==> config.mk <==
export PLATFORM = sky130hd
export DESIGN_NAME = vx_retire_counters
export DESIGN_NICKNAME = d
export VERILOG_FILES = /design/src/rtl/vx_retire_counters.sv
export SDC_FILE = /design/constraint.sdc
export NUM_CORES = 1
export LEC_CHECK = 0
export CORE_MARGIN = 2
export CORE_UTILIZATION = 35
export DETAILED_ROUTE_END_ITERATION = 6
export MAX_ROUTING_LAYER = met4
export SLEW_MARGIN = 20
export SYNTH_ARGS = -nofsm -noshare
export SYNTH_HDL_FRONTEND = slang
export SYNTH_SLANG_ARGS = --single-unit
==> constraint.sdc <==
create_clock -name clk -period 3.6 [get_ports clk]
set_input_delay 0.72 -clock clk [delete_from_list [all_inputs] [get_ports clk]]
set_output_delay 0.72 -clock clk [all_outputs]
set_load 0.01 [all_outputs]
==> src/rtl/vx_retire_counters.sv <==
// vx_retire_counters: machine-mode mcycle/minstret/mcountinhibit counters with a registered CSR read port
module vx_retire_counters #(
    parameter int CORE_ID    = 0,
    parameter int CMT_SIZE_W = 5
) (
    input  logic                  clk,
    input  logic                  reset,
    input  logic                  cmt_valid,
    input  logic [CMT_SIZE_W-1:0] cmt_commit_size,
    input  logic                  csr_read_valid,
    input  logic [11:0]           csr_read_addr,
    output logic                  csr_read_rsp_valid,
    output logic [31:0]           csr_read_data,
    output logic                  csr_read_hit,
    input  logic                  csr_write_valid,
    input  logic [11:0]           csr_write_addr,
    input  logic [31:0]           csr_write_data
);
    logic [63:0] mcycle, minstret, cyc_inc, ret_inc, cyc_nxt, ret_nxt;
    logic        inh_cy, inh_ir;
    logic        wr_cyc_lo, wr_cyc_hi, wr_ret_lo, wr_ret_hi, wr_inh;
    logic [31:0] rd_data;
    logic        rd_hit;

    assign wr_cyc_lo = csr_write_valid && csr_write_addr == 12'hB00;
    assign wr_cyc_hi = csr_write_valid && csr_write_addr == 12'hB80;
    assign wr_ret_lo = csr_write_valid && csr_write_addr == 12'hB02;
    assign wr_ret_hi = csr_write_valid && csr_write_addr == 12'hB82;
    assign wr_inh    = csr_write_valid && csr_write_addr == 12'h320;

    assign cyc_inc = mcycle + {63'd0, !inh_cy};
    assign ret_inc = minstret + ((cmt_valid && !inh_ir) ? {{(64-CMT_SIZE_W){1'b0}}, cmt_commit_size} : 64'd0);

    // a write replaces one half and suppresses that cycle's increment
    assign cyc_nxt = wr_cyc_lo ? {mcycle[63:32], csr_write_data} :
                     wr_cyc_hi ? {csr_write_data, mcycle[31:0]} : cyc_inc;
    assign ret_nxt = wr_ret_lo ? {minstret[63:32], csr_write_data} :
                     wr_ret_hi ? {csr_write_data, minstret[31:0]} : ret_inc;

    always_comb begin
        rd_data = '0;
        rd_hit  = 1'b1;
        case (csr_read_addr)
            12'hB00, 12'hC00: rd_data = mcycle[31:0];
            12'hB80, 12'hC80: rd_data = mcycle[63:32];
            12'hB02, 12'hC02: rd_data = minstret[31:0];
            12'hB82, 12'hC82: rd_data = minstret[63:32];
            12'h320:          rd_data = {29'd0, inh_ir, 1'b0, inh_cy};
            default:          rd_hit  = 1'b0;
        endcase
    end

    always_ff @(posedge clk) begin
        if (reset) begin
            mcycle             <= '0;
            minstret           <= '0;
            inh_cy             <= 1'b0;
            inh_ir             <= 1'b0;
            csr_read_rsp_valid <= 1'b0;
            csr_read_data      <= '0;
            csr_read_hit       <= 1'b0;
        end else begin
            mcycle             <= cyc_nxt;
            minstret           <= ret_nxt;
            inh_cy             <= wr_inh ? csr_write_data[0] : inh_cy;
            inh_ir             <= wr_inh ? csr_write_data[2] : inh_ir;
            csr_read_rsp_valid <= csr_read_valid;
            csr_read_data      <= csr_read_valid ? rd_data : csr_read_data;
            csr_read_hit       <= csr_read_valid ? rd_hit : csr_read_hit;
        end
    end
endmodule

# --- After elaboration in Yosys (flattened, before gate mapping) ---
# Index checks and enable logic that the tools add are counted.
totals:
  output_inout_bits: 34
  input_bits: 66
  regBits: 164
  wordCells: 47
op_classes:
  muxes: 7
  n_eq_ne: 16
  reduce_logical: 13
  add_sub_neg: 2
op_table:
  columns: ["op", "count"]
  rows:
  - ["32-bit case mux with 5 select lines", 1]
  - ["12-bit equality test (second input constant)", 12]
  - ["64-bit 2-to-1 mux", 2]
  - ["64-bit by 1-bit adder with 64-bit output", 1]
  - ["64-bit by 5-bit adder with 64-bit output", 1]
  - ["32-bit 2-to-1 mux", 2]
  - ["12-bit by 10-bit equality test with 1-bit output (second input constant)", 2]
  - ["9-bit OR reduction", 1]
  - ["2-bit OR reduction", 4]
  - ["1-bit logical AND", 6]
  - ["5-bit 2-to-1 mux", 1]
  - ["2-bit inequality test (second input constant)", 2]
  - ["1-bit zero test", 2]
  - ["1-bit 2-to-1 mux", 1]

# --- Logic depth before layout (Yosys ltp) ---
# Gate-level depths: netlist of run 1.
logic_depth:
  word_depth: 6
  depth_mapped: 11
  depth_no_buf: 10

# --- Worst setup path after synthesis of run 1 ---
# No wires, ideal clock.
synth_path:
  kind: "input to register"
  start: "in cmt_valid"
  end: "reg minstret[51]"
  path_stages: 10
  t_required_ps: 3530
  slack_ps: 566
  arrival_time_ps: 2963
  setup_ps: 70
  path_buffers: 1
  cell_sequence: "nor2b_1 and2_1 ha_1 clkbuf_1 a21o_1 a311oi_1 nor4_4 nand3_1 mux2_2 a21oi_1"
synth_between:
  elab_chain_cells: 4
synth_lines:
  columns: ["element", "line", "text"]
  rows:
  - ["start, declared", "8", "input logic cmt_valid,"]
  - ["1-bit logical AND", "32", "assign ret_inc = minstret + ((cmt_valid && !inh_ir) ? {{(64-CMT_SIZE_W){1'b0}}, cmt_commit_size} : 64'd0);"]
  - ["5-bit 2-to-1 mux", "32", null]
  - ["64-bit by 5-bit adder with 64-bit output", "32", null]
  - ["64-bit 2-to-1 mux", "38", "wr_ret_hi ? {csr_write_data, minstret[31:0]} : ret_inc;"]
  - ["end signal, assigned", "64", "minstret <= ret_nxt;"]
  - ["end, declared", "19", "logic [63:0] mcycle, minstret, cyc_inc, ret_inc, cyc_nxt, ret_nxt;"]
# Every way passes these cells. The select of a mux whose other input is x is not followed.
# A chain may end at the register's enable or synchronous reset.

# --- Worst setup path in the final report of run 1 ---
layout_path:
  start: "in cmt_valid"
  end: "reg minstret[26]"
layout_between:
  elab_chain_cells: 5
layout_lines:
  columns: ["element", "line", "text"]
  rows:
  - ["1-bit logical AND", "32", null]
  - ["5-bit 2-to-1 mux", "32", null]
  - ["64-bit by 5-bit adder with 64-bit output", "32", null]
  - ["64-bit 2-to-1 mux", "38", null]
  - ["32-bit 2-to-1 mux", "37", "assign ret_nxt = wr_ret_lo ? {minstret[63:32], csr_write_data} :"]
# Every way passes these cells. The select of a mux whose other input is x is not followed.

==> flow_summary_export.csv, run 1 <==
group,metric,value,unit
yosys,ys_async_sr_fraction,0,%
yosys,syn_area,0.01028,sq mm
run_status,status,"finished clean",
sta,tightest_slew,0.9593,ns
die,fp.dieW,175.4,um
placed_design,dp_hpwl,31360,um
clock_network,root_buffer,"clkbuf_16",
cells_and_area,area_delta_synth_final,21.46,%
power,combPwrFrac,8.3,%
die,dieArea,0.03075,sq mm
yosys,syn_inst,1303,
yosys,synth_cell_types,78,
critical_path,worst_path_max_delay_cell,"nor4_1",
clock_network,cts_tree,"yes",
clock_network,post_cts_resized,0,
global_routing,antenna_found_initial,0,
die,rows,62,
job,cap_violations,0,
critical_path,crit_path_max_fanout,5,
die,start_util,35.71,%
power,power.internal,3.203,mW
yosys,synth_warnings,0,
sta,setup_tns,0,ns
route,drc,0,
cells_and_area,nNetsFinal,1460,
route,num_vias,11430,
global_routing,grt_pass1_vias,10500,
global_routing,grt_overflow,0,
global_routing,grt_max_degree,61,
placed_design,io_buffer_count,99,
die,coreArea,0.02878,sq mm
sta,fin_crit_sh,89.03,%
sta,drv_slew,0,
clock_network,h-tree-depth,4,
cells_and_area,drive_gt1_share,10.22,%
route,drt_iter0_drc,1424,
sta,fmax,0.3120,GHz
cells_and_area,antenna_cells,0,
critical_path,worstSetupStartpoint,"cmt_valid",
global_routing,grt_pass1_wl,65220,um
clock_network,cts.sinks,164,
die,io_pins,100,
min_path,min_path_type,"reg -> reg",
sta,finalSetupViolations,0,
critical_path,critPathRequiredTime,3.90,ns
yosys,synth_fp_nets,1377,
yosys,synth-seq-area-share,31.94,%
sta,fin_worst_skew,0.01314,ns
yosys,synth_seq_cells,164,
sta,slew_headroom,35.46,%
yosys,synth_edf_count,0,
critical_path,crit_buf_inv,2,
sta,fin_crit,3.205,ns
clock_network,path_clk_slew,0.07,ns
placed_design,gp_congestion,0.9692,
critical_path,path_cells,"clkdlybuf4s50_1 -> nor2b_1 -> and2_1 -> ha_1 -> fa_1 -> a21oi_1 -> o22a_1 -> nor4_1 -> buf_4 -> nand3_1 -> xor2_1 -> o22ai_1",
clock_network,clock_path_buffers,2,
critical_path,crit_type,"in -> reg",
yosys,synth.area.top_cells,"dfxtp_1, nand2_1, mux2i_1",
die,die_h,175.4,um
cells_and_area,n_fill_cell,2858,
yosys,yosysTopAreaCellShare,31.94,%
critical_path,critPathLaunchType,"input port",
route,viasPerCell,6.412,
yosys,avgSynthCellArea,7.888,sq um
sta,timing_hold_violations_final,0,
clock_network,clk_latency,0.44,ns
power,power_density,340.1,mW/mm^2
power,finalPower,4.246,mW
power,peakVddDrop,0.0002543,V
power,switchingPower,1.042,mW
route,routed_wl,43380,um
yosys,postSynth.topFlopCell,"dfxtp_1",
sta,rsz0062_at_grt,"no",
route,wl_per_cell,24.33,um
cells_and_area,mostFrequentLayoutCells,"dfxtp_1, nand2_1, clkdlybuf4s50_1",
cells_and_area,final_common_cell,"dfxtp_1",
power,clockPowerShare,48.1,%
global_routing,grt_usage,28.42,%
critical_path,crit_path_end_kind,"flip-flop",
clock_network,holdBufCountCts,0,
critical_path,worstPathArrival,3.50,ns
route,drtPass1Iterations,6,
critical_path,timing.rr.start,"inh_cy",
critical_path,critPathMaxStageDelay,0.54,ns
clock_network,cts_made_buffers,17,
power,seqPwrFrac,43.6,%
power,swShare,24.55,%
min_path,min-delay-start,"csr_read_data[2]",
power,leakage,4.006,nW
clock_network,postCtsSetupBuffers,0,
route,route.antenna.remaining_nets,0,
critical_path,path_delay_family,"simple AND/OR/NAND/NOR gates",
yosys,synth_top_area_cell,"dfxtp_1",
-- per-layer routing --
layer / track usage, % / vias to the layer above / wire (um)
met1: 39.79 / 5365 / 18770
met4: 12.01 / 0 / 1913
met2: 40.24 / 770 / 18030
li1: - / 5195 / -
met5: - / - / 0
met3: 4.610 / 103 / 4665
-- synth_stat cells, types with 7 or more instances --
library cell	number
nor4_1	43
dfxtp_1	164
mux2_2	8
o21bai_1	7
a221oi_1	9
ha_1	7
or3_1	12
a211oi_1	36
xnor2_1	17
nand4_1	52
clkbuf_1	90
nand3_1	57
xor2_1	24
a22oi_1	52
nor2_1	96
o21ai_0	60
inv_1	13
nor3b_1	7
a31oi_1	28
nand2_1	123
mux2i_1	40
o221ai_1	32
buf_2	7
nor3_1	39
o22ai_1	25
nor2b_1	12
and2_1	17
a21oi_1	63
a221o_1	7
and3_1	24
and4_1	23
-- final cells by class --
class	instances	area (sq um)	share of cell area (%)
inverter	14	52.55	0.4209
clock buffer	22	474.2	3.798
multi-input combinational	1019	6509	52.13
tap	384	480.5	3.848
clock inverter	10	168.9	1.353
sequential	164	3283	26.30
timing repair buffer	170	1516	12.15
-- cell families after synthesis --
family	share of synthesized area, %
multiplexers	4.991
AO/OA/AOI/OAI	24.71
adder cells (fa/ha/maj)	1.047
buffers and inverters	4.966
XOR/XNOR	3.494
flip-flops	31.94
AND/OR/NAND/NOR	28.85
-- final timing paths --
path,to,slack (ns),cells past startpoint
worst max register to register,mcycle[56],0.50,9
worst min-delay path,csr_read_data[2],0.48,2
worst min register to register,csr_read_data[2],0.48,2
worst max-delay path,minstret[26],0.40,12
-- registers in the layout, indices dropped and copies added (netlist names) --
| signal | flops |
|---|---|
| csr_read_data | 32 |
| csr_read_hit | 1 |
| csr_read_rsp_valid | 1 |
| inh_cy | 1 |
| inh_ir | 1 |
| mcycle | 64 |
| minstret | 64 |
-- worst register-to-register path, cell delays in order (launching register included) --
cell and delay [ns]:
dfxtp_1 0.34, inv_1 0.06, ha_1 0.17, ha_1 0.26, nand4_2 0.22, or4_1 0.73, or4_4 0.59, nor3_2 0.28
xnor2_1 0.12, a211oi_1 0.24
-- power groups by stage --
stage               Clock, mW  Combinational [mW]  Sequential [mW]
global route             2.13               0.372             1.85
CTS                      2.06               0.345             1.85
finish                   2.04               0.351             1.85
global placement            0               0.340             1.89
floorplan                   0               0.170             1.89
detailed placement          0               0.344             1.89
-- per-stage QoR --
stage / cell area [sq um] / setup WS [ns] / std cells / hold WS, ns / util [%]
6_report: 12480 / 0.3950 / 1783 / 0.4771 / 43.38
5_1_grt: 12480 / 0.1773 / 1783 / 0.5073 / 43.38
3_3_place_gp: 11840 / 0.01492 / 1751 / 0.4442 / 41.14
2_1_floorplan: 10280 / 0.5662 / 1303 / 0.4600 / -
4_1_cts: 12480 / 0.4781 / 1783 / 0.4764 / 43.38
3_5_place_dp: 11840 / 0.03919 / 1751 / 0.4561 / 41.14
Power figures use the tool's default switching activity.
==> inputs of run 2 (changes only) <==
--- a/config.mk
+++ b/config.mk
@@ -5,10 +5,14 @@
 export SDC_FILE = /design/constraint.sdc
 export NUM_CORES = 1
 export LEC_CHECK = 0
+export CELL_PAD_IN_SITES_DETAIL_PLACEMENT = 1
+export CELL_PAD_IN_SITES_GLOBAL_PLACEMENT = 2
 export CORE_MARGIN = 2
 export CORE_UTILIZATION = 35
+export CTS_BUF_LIST = sky130_fd_sc_hd__clkbuf_2
 export DETAILED_ROUTE_END_ITERATION = 6
 export MAX_ROUTING_LAYER = met4
+export PLACE_DENSITY_LB_ADDON = 0.1
 export SLEW_MARGIN = 20
 export SYNTH_ARGS = -nofsm -noshare
 export SYNTH_HDL_FRONTEND = slang
==> run 2 against run 1 <==
Net effect: sequential power about the same; hold slack lost 0.26 ns; total power down 23%; clock skew grew 0.031 ns; setup slack got worse by 0.031 ns; highest routed layer unchanged; utilization decreased by 1.1 points; critical path type is now reg -> reg; via count up 0.26%; register-to-register slack worse by 0.14 ns.
==> flow_summary_export.csv, run 2 (synthesis results as in run 1) <==
group,metric,value,unit
clock_network,cts_tree,"yes",
global_routing,antenna_found_initial,1,
sta,fin_worst_skew,0.04387,ns
route,wl_per_cell,26.97,um
critical_path,critPathRequiredTime,4.38,ns
cells_and_area,n_fill_cell,3481,
job,cap_violations,0,
clock_network,clk_latency,0.84,ns
sta,setup_tns,0,ns
placed_design,dp_hpwl,35750,um
sta,fin_crit,3.236,ns
cells_and_area,final_common_cell,"dfxtp_1",
clock_network,clock_path_buffers,2,
sta,timing_hold_violations_final,0,
cells_and_area,area_delta_synth_final,18.37,%
die,coreArea,0.02878,sq mm
power,finalPower,3.251,mW
run_status,status,"finished clean",
critical_path,worstPathArrival,4.01,ns
critical_path,crit_path_end_kind,"flip-flop",
route,viasPerCell,6.393,
sta,rsz0062_at_grt,"no",
clock_network,post_cts_resized,0,
sta,tightest_slew,0.8494,ns
route,drtPass1Iterations,5,
die,die_h,175.4,um
sta,fmax,0.3090,GHz
die,rows,62,
die,dieArea,0.03075,sq mm
sta,finalSetupViolations,0,
critical_path,critPathLaunchType,"flip-flop",
sta,whs,0.2209,ns
placed_design,dp_cells,1760,
route,drt_iter0_drc,1020,
global_routing,grt_max_degree,51,
cells_and_area,mostFrequentLayoutCells,"dfxtp_1, nand2_1, clkdlybuf4s50_1",
die,fp.dieW,175.4,um
min_path,min_path_type,"in -> reg",
clock_network,cts.sinks,164,
clock_network,postCtsSetupBuffers,0,
die,io_pins,100,
placed_design,gp_congestion,0.9586,
cells_and_area,drive_gt1_share,10.94,%
sta,drv_slew,0,
critical_path,r2r_setup_slack,0.36,ns
critical_path,crit_path_max_fanout,6,
route,drc,0,
clock_network,holdBufCountCts,0,
global_routing,grt_pass1_vias,11390,
power,power_density,267.2,mW/mm^2
clock_network,h-tree-depth,4,
global_routing,grt_pass1_wl,72940,um
power,leakage,3.892,nW
route,route.antenna.remaining_nets,0,
sta,slew_headroom,42.85,%
cells_and_area,utilization,42.27,%
global_routing,grt_overflow,0,
route,num_vias,11460,
cells_and_area,stdcell_count,1793,
power,peakVddDrop,0.0001304,V
route,routed_wl,48360,um
die,start_util,35.71,%
critical_path,crit_type,"reg -> reg",
cells_and_area,nNetsFinal,1469,
cells_and_area,reg_top3,"mcycle x64, minstret x64, csr_read_data x32",
clock_network,root_buffer,"clkbuf_2",
clock_network,cts_made_buffers,17,
placed_design,io_buffer_count,99,
sta,fin_crit_sh,89.89,%
clock_network,path_clk_slew,0.31,ns
global_routing,grt_usage,32.31,%
[run 2: cell types whose count changed in the layout (fill, tap and decap cells not counted), moves of 2 or more]
cell / previous run / this run
inv_6: 2 / 6
clkbuf_16: 17 / 0
buf_12: 0 / 4
buf_4: 72 / 77
clkbuf_2: 0 / 18
clkinv_4: 1 / 3
clkbuf_8: 3 / 0
bufinv_16: 4 / 0
clkbuf_1: 2 / 0
clkinv_2: 0 / 2
[run 2: power by group]
group / internal [mW] / switching [mW]
combinational: 0.153 / 0.212
sequential: 1.84 / 0.0235
clock: 0.205 / 0.816
[run 2: per-layer routing]
metal  GRT usage [%]  vias up  wire length, um
li1                -     5221                -
met1           43.35     5714            21760
met2           50.11      451            21950
met3           4.156       77             3192
met4           11.04        0             1458
met5               -        -                0
[run 2: path summary, 6_finish.rpt]
| kind | depth (start not counted) | end | startpoint |
|---|---|---|---|
| worst max-delay path | 9 | mcycle[56] | inh_cy |
| worst min-delay path | 2 | csr_read_hit | reset |
| worst min register to register | 2 | csr_read_data[2] | csr_read_data[2] |
| worst max register to register | 9 | mcycle[56] | inh_cy |
[run 2: per-stage QoR]
stage | instance area, sq um | worst slack [ns]
detailed placement | 11960 | -0.02720
global route | 12170 | 0.2042
global placement | 11960 | 0.02219
CTS | 12160 | 0.3983
floorplan | 10280 | 0.5662
finish | 12170 | 0.3639
[run 2: area by class of cell]
class | instances | area (sq um) | share of cell area, %
multi-input combinational | 1019 | 6509 | 53.50
antenna | 1 | 2.502 | 0.02057
clock inverter | 14 | 115.1 | 0.9461
tap | 384 | 480.5 | 3.949
sequential | 164 | 3283 | 26.98
clock buffer | 18 | 90.09 | 0.7404
timing repair buffer | 179 | 1634 | 13.43
inverter | 14 | 52.55 | 0.4319
[run 2: worst max-delay path, stage by stage, from the launching register on]
cell,delay [ns]
dfxtp_1,0.41
inv_1,0.07
ha_1,0.18
ha_1,0.25
nand4_2,0.21
or4_1,0.74
or4_4,0.62
nor3_2,0.34
xnor2_1,0.11
a211oi_1,0.24
